File: config.mk
export PLATFORM = sky130hd
export DESIGN_NAME = packet_parse
export DESIGN_NICKNAME = d
export VERILOG_FILES = /design/src/rtl/packet_parse.sv
export SDC_FILE = /design/constraint.sdc
export NUM_CORES = 1
export LEC_CHECK = 0
export ABC_AREA = 1
export CAP_MARGIN = 20
export CORE_MARGIN = 1
export CORE_UTILIZATION = 32
export DETAILED_ROUTE_END_ITERATION = 7
export GPL_TIMING_DRIVEN = 0
export PLACE_DENSITY = 0.63
export SLEW_MARGIN = 20
export SYNTH_ARGS = -nofsm -noshare
export SYNTH_HDL_FRONTEND = slang
export SYNTH_SLANG_ARGS = --single-unit
File: constraint.sdc
create_clock -name clk -period 1.7 [get_ports clk]
set_clock_uncertainty 0.2 [all_clocks]
set_input_delay 0.34 -clock clk [delete_from_list [all_inputs] [get_ports clk]]
set_output_delay 0.34 -clock clk [all_outputs]
set_load 0.05 [all_outputs]
File: src/rtl/packet_parse.sv
// Receive-side parser for the generator's 32-bit word stream: rebuilds the packet
// metadata word, checks framing, and reports per-packet errors and counts.
module packet_parse #(
    parameter int unsigned PORT_CNT  = 4,
    parameter int unsigned CNT_WIDTH = 16
) (
    input  logic                 clk,
    input  logic                 reset,
    input  logic                 in_valid,
    input  logic                 in_sop,
    input  logic [31:0]          in_data,
    output logic                 meta_valid,
    output logic [31:0]          meta_out,
    output logic [3:0]           err,
    output logic [CNT_WIDTH-1:0] pkt_cnt,
    output logic [CNT_WIDTH-1:0] err_cnt
);

    typedef enum logic [2:0] {
        IDLE, DMAC_SND, TIME_FST, TIME_SND, SMAC_FST, SMAC_SND, PAYLOAD
    } state_t;

    function automatic logic [47:0] port_to_mac(input int unsigned p);
        return 48'h02AB_CD00_0000 + 48'(p);
    endfunction

    // Returns {hit, port}; one comparator per port.
    function automatic logic [2:0] mac_lookup(input logic [47:0] mac);
        logic [2:0] r;
        r = '0;
        for (int unsigned p = 0; p < PORT_CNT; p++) begin
            if (mac == port_to_mac(p)) r = {1'b1, p[1:0]};
        end
        return r;
    endfunction

    state_t                 state_q, state_d;
    logic [5:0]             len_q, len_d;
    logic [15:0]            mac_hi_q, mac_hi_d;
    logic [1:0]             dst_q, dst_d;
    logic [1:0]             src_q, src_d;
    logic [21:0]            time_q, time_d;
    logic [5:0]             rem_q, rem_d;
    logic                   pay_e_q, pay_e_d;
    logic                   fmt_e_q, fmt_e_d;
    logic                   mac_e_q, mac_e_d;
    logic                   meta_valid_q, meta_valid_d;
    logic [31:0]            meta_q, meta_d;
    logic [3:0]             err_q, err_d;
    logic [CNT_WIDTH-1:0]   pkt_cnt_q, pkt_cnt_d;
    logic [CNT_WIDTH-1:0]   err_cnt_q, err_cnt_d;
    logic [1:0]             rsync_q;
    logic                   acc;
    logic [2:0]             lookup;
    logic                   pay_now;

    // Reset asserts asynchronously but parsing only resumes once release is synchronised.
    always_ff @(posedge clk or negedge reset) begin
        if (!reset) rsync_q <= '0;
        else        rsync_q <= {rsync_q[0], 1'b1};
    end

    assign acc     = in_valid & rsync_q[1];
    assign lookup  = mac_lookup({mac_hi_q, in_data});
    assign pay_now = pay_e_q | (in_data != '1);

    always_comb begin
        state_d      = state_q;
        len_d        = len_q;
        mac_hi_d     = mac_hi_q;
        dst_d        = dst_q;
        src_d        = src_q;
        time_d       = time_q;
        rem_d        = rem_q;
        pay_e_d      = pay_e_q;
        fmt_e_d      = fmt_e_q;
        mac_e_d      = mac_e_q;
        meta_valid_d = 1'b0;
        meta_d       = meta_q;
        err_d        = err_q;
        pkt_cnt_d    = pkt_cnt_q;
        err_cnt_d    = err_cnt_q;

        if (acc) begin
            if (in_sop) begin
                // A sop outside IDLE closes the open packet as truncated, then starts afresh.
                if (state_q != IDLE) begin
                    meta_valid_d = 1'b1;
                    meta_d       = {src_q, dst_q, len_q, time_q};
                    err_d        = {pay_e_q, fmt_e_q, mac_e_q, 1'b1};
                    err_cnt_d    = err_cnt_q + CNT_WIDTH'(1);
                end
                len_d    = in_data[26:21];
                mac_hi_d = in_data[15:0];
                pay_e_d  = 1'b0;
                mac_e_d  = 1'b0;
                fmt_e_d  = (in_data[31:27] != '0) || (in_data[20:16] != '0);
                state_d  = DMAC_SND;
            end else begin
                unique case (state_q)
                    IDLE: ;
                    DMAC_SND: begin
                        dst_d   = lookup[2] ? lookup[1:0] : 2'd0;
                        mac_e_d = mac_e_q | ~lookup[2];
                        state_d = TIME_FST;
                    end
                    TIME_FST: begin
                        time_d  = in_data[21:0];
                        fmt_e_d = fmt_e_q | (in_data[31:22] != '0);
                        state_d = TIME_SND;
                    end
                    TIME_SND: begin
                        fmt_e_d = fmt_e_q | (in_data != '0);
                        state_d = SMAC_FST;
                    end
                    SMAC_FST: begin
                        fmt_e_d  = fmt_e_q | (in_data[31:16] != '0);
                        mac_hi_d = in_data[15:0];
                        state_d  = SMAC_SND;
                    end
                    SMAC_SND: begin
                        src_d   = lookup[2] ? lookup[1:0] : 2'd0;
                        mac_e_d = mac_e_q | ~lookup[2];
                        rem_d   = len_q;
                        state_d = PAYLOAD;
                    end
                    PAYLOAD: begin
                        pay_e_d = pay_now;
                        if (rem_q != '0) begin
                            rem_d = rem_q - 6'd1;
                        end else begin
                            meta_valid_d = 1'b1;
                            meta_d       = {src_q, dst_q, len_q, time_q};
                            err_d        = {pay_now, fmt_e_q, mac_e_q, 1'b0};
                            pkt_cnt_d    = pkt_cnt_q + CNT_WIDTH'(1);
                            if (pay_now || fmt_e_q || mac_e_q)
                                err_cnt_d = err_cnt_q + CNT_WIDTH'(1);
                            state_d      = IDLE;
                        end
                    end
                    default: state_d = IDLE;
                endcase
            end
        end
    end

    always_ff @(posedge clk or negedge reset) begin
        if (!reset) begin
            state_q      <= IDLE;
            len_q        <= '0;
            mac_hi_q     <= '0;
            dst_q        <= '0;
            src_q        <= '0;
            time_q       <= '0;
            rem_q        <= '0;
            pay_e_q      <= 1'b0;
            fmt_e_q      <= 1'b0;
            mac_e_q      <= 1'b0;
            meta_valid_q <= 1'b0;
            meta_q       <= '0;
            err_q        <= '0;
            pkt_cnt_q    <= '0;
            err_cnt_q    <= '0;
        end else begin
            state_q      <= state_d;
            len_q        <= len_d;
            mac_hi_q     <= mac_hi_d;
            dst_q        <= dst_d;
            src_q        <= src_d;
            time_q       <= time_d;
            rem_q        <= rem_d;
            pay_e_q      <= pay_e_d;
            fmt_e_q      <= fmt_e_d;
            mac_e_q      <= mac_e_d;
            meta_valid_q <= meta_valid_d;
            meta_q       <= meta_d;
            err_q        <= err_d;
            pkt_cnt_q    <= pkt_cnt_d;
            err_cnt_q    <= err_cnt_d;
        end
    end

    assign meta_valid = meta_valid_q;
    assign meta_out   = meta_q;
    assign err        = err_q;
    assign pkt_cnt    = pkt_cnt_q;
    assign err_cnt    = err_cnt_q;

endmodule

Word level (Yosys, flattened, before mapping)
Cells that the tools add are included.
{ "classes": {"n_lt_le_gt_ge": 0, "eq_ne": 16, "n_addsub": 3, "n_div": 0, "shifts": 0, "n_reduce_logical": 31, "multipliers": 0, "n_bitwise": 9, "n_mux": 36} }
{ "ops": {"columns": ["cell", "n"], "rows": [
  ["== test 48 x 42 -> 1 bit (second input constant)", 4],
  ["two-way mux 32 bit", 4],
  ["two-way mux 16 bit", 7],
  ["adder 16 x 1 -> 16 bit (second input constant)", 2],
  ["!= test 32 bit (second input constant)", 1],
  ["nonzero test 32 bit", 1],
  ["case mux 3 bit (7 select lines)", 1],
  ["two-way mux 3 bit", 6],
  ["two-way mux 4 bit", 4],
  ["nonzero test 16 bit", 1],
  ["case mux 6 bit (2 select lines)", 1],
  ["AND reduction 3 bit", 4],
  ["AND reduction 4 bit", 3],
  ["two-way mux 1 bit", 10],
  ["AND reduction 2 bit", 5],
  ["nonzero test 10 bit", 1],
  ["nonzero test 2 bit", 5],
  ["nonzero test 5 bit", 2],
  ["== test 3 bit (second input constant)", 3],
  ["== test 3 x 2 -> 1 bit (second input constant)", 2],
  ["two-way mux 6 bit", 1],
  ["!= test 2 bit (second input constant)", 3],
  ["nonzero test 6 bit", 1],
  ["subtractor 6 x 1 -> 6 bit (second input constant)", 1],
  ["other kinds (14)", 22]
]} }
{ "word_totals": {"word_cells": 111, "register_bits": 131, "in_bits": 36, "output_inout_bits": 69, "latch_bits": 0, "memories": 0, "mem_bits_ro": 0, "mem_bits_rw": 0} }

Logic depth before layout (Yosys ltp)
Gate-level depths: netlist (run 1).
{ "depth": {"word_depth": 9, "ltp_mapped": 11, "mapped_depth_nobuf": 10} }

Least setup slack after synthesis (run 1)
OpenSTA, ideal clock, no wires.
{ "synth_path": {"path_kind": "reg-to-reg", "startpoint": "register err_cnt_q[1] (netlist: err_cnt[1])", "endpoint": "register err_cnt_q[14] (netlist: err_cnt[14])", "path_slack_ns": -0.214, "setup_ns": 0.120, "synth_period_minus_slack_ns": 1.914, "required_time_ns": 1.380, "n_path_buf": 0, "arrival_ns": 1.595, "stages_incl_launch_ff": 9, "path_cell_list": "dfrtp_1 -> ha_1 -> nand3_1 -> nor2_1 -> nand3_1 -> nand2_1 -> nand2_1 -> nand3_1 -> nand2_1"} }
{ "synth_via": {"elab_chain_len": 5, "elab_cells_between_ends": 6, "cone_classes": "add/sub (1); mux (5)"} }
{ "synth_lines": {"columns": ["item", "line", "source"], "rows": [
  ["from (decl)", "51", "logic [CNT_WIDTH-1:0] err_cnt_q, err_cnt_d;"],
  ["from (signal assigned)", "179", "err_cnt_q <= err_cnt_d;"],
  ["adder 16 x 1 -> 16 bit (*)", "91, 137", null],
  ["two-way mux 16 bit", "136", "if (pay_now || fmt_e_q || mac_e_q)"],
  ["two-way mux 16 bit", "129", "if (rem_q != '0) begin"],
  ["two-way mux 16 bit", "100", "unique case (state_q)"],
  ["two-way mux 16 bit (*)", "85", "if (in_sop) begin"]
]} }
Mark *: on every way between the ends. The rest lies on a longest branch, timed or not. The select of a mux whose other input is x is not followed.
A chain may end at the register's enable or synchronous reset.

Worst setup path in the final report (run 1)
{ "layout_path": {"startpoint": "register rem_q[1]", "endpoint": "register err_cnt_q[7] (netlist: err_cnt[7])"} }
{ "layout_via": {"elab_chain_len": 3} }
{ "layout_lines": {"columns": ["item", "line", "source"], "rows": [
  ["from (decl)", "43", "logic [5:0] rem_q, rem_d;"],
  ["from (signal assigned)", "171", "rem_q <= rem_d;"],
  ["nonzero test 6 bit", "129", null],
  ["!= test 2 bit (no source line)", null, null],
  ["AND reduction 5 bit (no source line)", null, null]
]} }
No other way between the ends.

==> flow_summary.yaml, run 1 <==
outcome:
  outcome: "finished, violations left"
  violations: "setup timing"
grt:
  grt_pass1_wl_mm: 27.1
  grt_max_degree: 73
  overflow: 0
  grt_pass1_vias: 5372
  antenna_found_initial: 0
  grt_usage_pct: 17.4
route:
  wl_per_cell_um: 14.0
  vias_per_cell: 4.56
  via_count: 5629
  drt-total-wl_mm: 17.2
  drtIter0Drc: 341
  drc: 0
  drt.antenna.violating_nets: 0
  drtPass1Iterations: 4
timing:
  whs_ns: 0.00797
  finalCritPeriodShare_pct: 102
  finalCriticalPeriod_ns: 1.73
  setup_viol: 22
  worst_pin_slew_ns: 0.502
  maxSlewHeadroom_pct: 66.5
  rsz0062_at_grt: "true"
  slew_viol_final: 0
  setup-tns-final_ns: -0.492
  fmax_mhz: 576
  setup_ws_ns: -0.0347
  hold_violations: 0
clock_tree:
  clk_latency_ns: 0.42
  path_clk_slew_ns: 0.06
  cts_root_buffer: "clkbuf_16"
  clock-sinks: 131
  h-tree-depth: 4
  numCtsBuffers: 17
  cts_tree: "built"
  cts.path.max_buffers: 2
floorplan:
  die_w_um: 142
  die_h_um: 142
  dieArea_um2: 20300
  core-area_um2: 19400
  start_util_pct: 32.6
  rows: 51
  ioPinCount: 105
setup_path:
  critPathRequiredTime_ns: 1.81
  slowest_delay_ns: 0.39
  critical_path_depth: 11
  cp_cell_sequence: "inv_2, ha_4, nand4_4, buf_12, nand2_8, nand2_8, clkinv_8, nand2_8, buf_6, nand2_1, nand2_1"
  path_max_fanout: 5
  startpoint_type: "flip-flop"
  crit_family: "buffers and inverters"
  worst-r2r-cell-count: 11
  arrival_ns: 1.85
  slowest_stage: "dfrtp_1"
  crit_type: "reg -> reg"
  critPathCaptureType: "flip-flop"
  cp_common_cell: "nand2_8"
  crit_buf_inv: 4
hold_path:
  hold_path_class: "in -> reg"
  whs_path_depth: 3
place:
  hpwl_mm: 11.8
  place.gp.congestion: 0.847
  io_buffers: 103
run:
  maxCapViolations: 0
yosys:
  async_flop_share_pct: 100
  ys_seq_area_share_pct: 51.9
  synth_area_leaders: "dfrtp_1 52%, nand2_1 19%, o21ai_0 5.8%"
  synth_warnings: 0
  synth_common_cells: "317 x nand2_1, 131 x dfrtp_1, 73 x o21ai_0"
  synth_largest_area_cell: "dfrtp_1"
  synth_flop_cell: "dfrtp_1"
  synth_nets: 840
  synth.most_common_cell: "nand2_1"
  synth.distinct_cells: 33
  synth_seq_cells: 131
  netlist_instances: 800
  netlist_area_um2: 6310
  avgSynthCellArea_um2: 7.89
  synth-edff-count: 0
  synth.top_cell.area_share_pct: 51.9
power:
  power_density_nw_per_um2: 1400
  leakage_nw: 4.47
  vdd_drop_max_v: 0.000741
cells_and_area:
  seq_area_um2: 3300
  multiInputGateArea_um2: 2860
  flow.area_growth_from_synthesis_pct: 38.0
  fin_nets: 997
  diodes: 0
  post_route_cells_drive_above_1_share_pct: 25.6
  fillerInstances: 1986
## power breakdown
| part | leakage, nW | switching, mW | total [mW] | internal, mW |
|---|---|---|---|---|
| logic | 2.49 | 2.66 | 3.72 | 1.05 |
| clock network | 0.314 | 1.42 | 3.96 | 2.54 |
| registers | 1.66 | 0.544 | 4.52 | 3.98 |
## placed cells by master, fill, tap and decap left out, drive strengths merged
master / count
nand4: 9
o22ai: 2
dlygate4sd2: 18
dlygate4sd3: 1
a21oi: 5
nor3: 12
xnor2: 7
dlymetal6s2s: 5
conb: 1
a31oi: 1
clkdlybuf4s50: 10
and3: 1
nand3b: 1
clkinv: 8
o21ai: 73
nand2: 324
nor2: 72
dfrtp: 131
clkbuf: 32
and2: 2
inv: 77
xor2: 16
o211ai: 1
buf: 112
ha: 4
bufinv: 4
nand3: 40
nor4: 1
## worst min-delay path, cell delays in order
cell	delay, ns
dlymetal6s2s_1	0.12
nand2_1	0.06
o21ai_0	0.06
## cells by family after synthesis
group                      count (synthesis)  share of synthesized area [%]
adders and majority gates                  4                          0.793
AOI/OAI and AO/OA                         82                           6.60
other                                      1                         0.0594
DFF                                      131                           51.9
xor gates and xnor gates                  23                           3.19
buffers and inverters                     98                           6.62
and+or+nand+nor                          461                           30.8
## worst paths after layout
path / start / end / slack [ns]
max reg2reg: rem_q[1] / err_cnt[7] / -0.03
min in group asynchronous: reset / meta_out[23] / 0.23
max: rem_q[1] / err_cnt[7] / -0.03
max in group asynchronous: reset / err_cnt[0] / 0.33
min: in_data[23] / len_q[2] / 0.008
min reg2reg: rsync_q[0] / rsync_q[1] / 0.15
## repair_timing
item                       in CTS  in global routing
hold endpoints to repair       59                  0
cloned                          2                  5
pin swaps                      20                 13
gates resized for setup       408                110
setup buffers                  20                  6
hold buffers                    1                  0
setup endpoints to repair     171                137
## metrics by stage
step | worst slack, ns | cells | instance area [um^2] | total power [mW] | util (%)
after floorplan | -0.0698 | 800 | 6330 | 6.99 | -
after global placement | -5.92 | 1168 | 7690 | 8.34 | 39.7
after detailed placement | -0.750 | 1169 | 7730 | 8.40 | 39.8
after CTS | -0.0660 | 1224 | 8430 | 12.2 | 43.5
after global routing | -0.129 | 1235 | 8720 | 12.8 | 44.9
final | -0.0347 | 1235 | 8720 | 12.2 | 44.9
## sequential cells by signal (all words and copies together) (netlist names), 3 cells and up
name      count
pkt_cnt      16
rem_q         6
err           4
time_q       22
mac_hi_q     16
len_q         6
err_cnt      16
state_q       3
meta_out     32
## per-layer routing
layer	vias to the layer above	global-route usage, %	share of wire [%]	wire length, um
met4	0	6.79	1.8	312
met5	-	0	0	0
li1	2827	-	-	-
met3	22	3.90	4.0	687
met1	2668	22.3	46	7860
met2	112	28.6	49	8370
## layout make-up
class / instances / area share (%)
sequential: 131 / 37.9
clock buffer: 20 / 5.24
buffer: 22 / 2.31
inverter: 76 / 3.50
multi-input combinational: 572 / 32.9
clock inverter: 12 / 2.05
timing repair inverter: 1 / 0.129
tap: 265 / 3.80
timing repair buffer: 136 / 12.2
(Power assumes the default switching activity.)
==> inputs of run 2 (changes only) <==
--- a/config.mk
+++ b/config.mk
@@ -12,7 +12,7 @@
 export DETAILED_ROUTE_END_ITERATION = 7
 export GPL_TIMING_DRIVEN = 0
 export PLACE_DENSITY = 0.63
-export SLEW_MARGIN = 20
+export SLEW_MARGIN = 15
 export SYNTH_ARGS = -nofsm -noshare
 export SYNTH_HDL_FRONTEND = slang
 export SYNTH_SLANG_ARGS = --single-unit
==> results of run 2 <==
Final layout, timing and power as in run 1 (identical DEF).
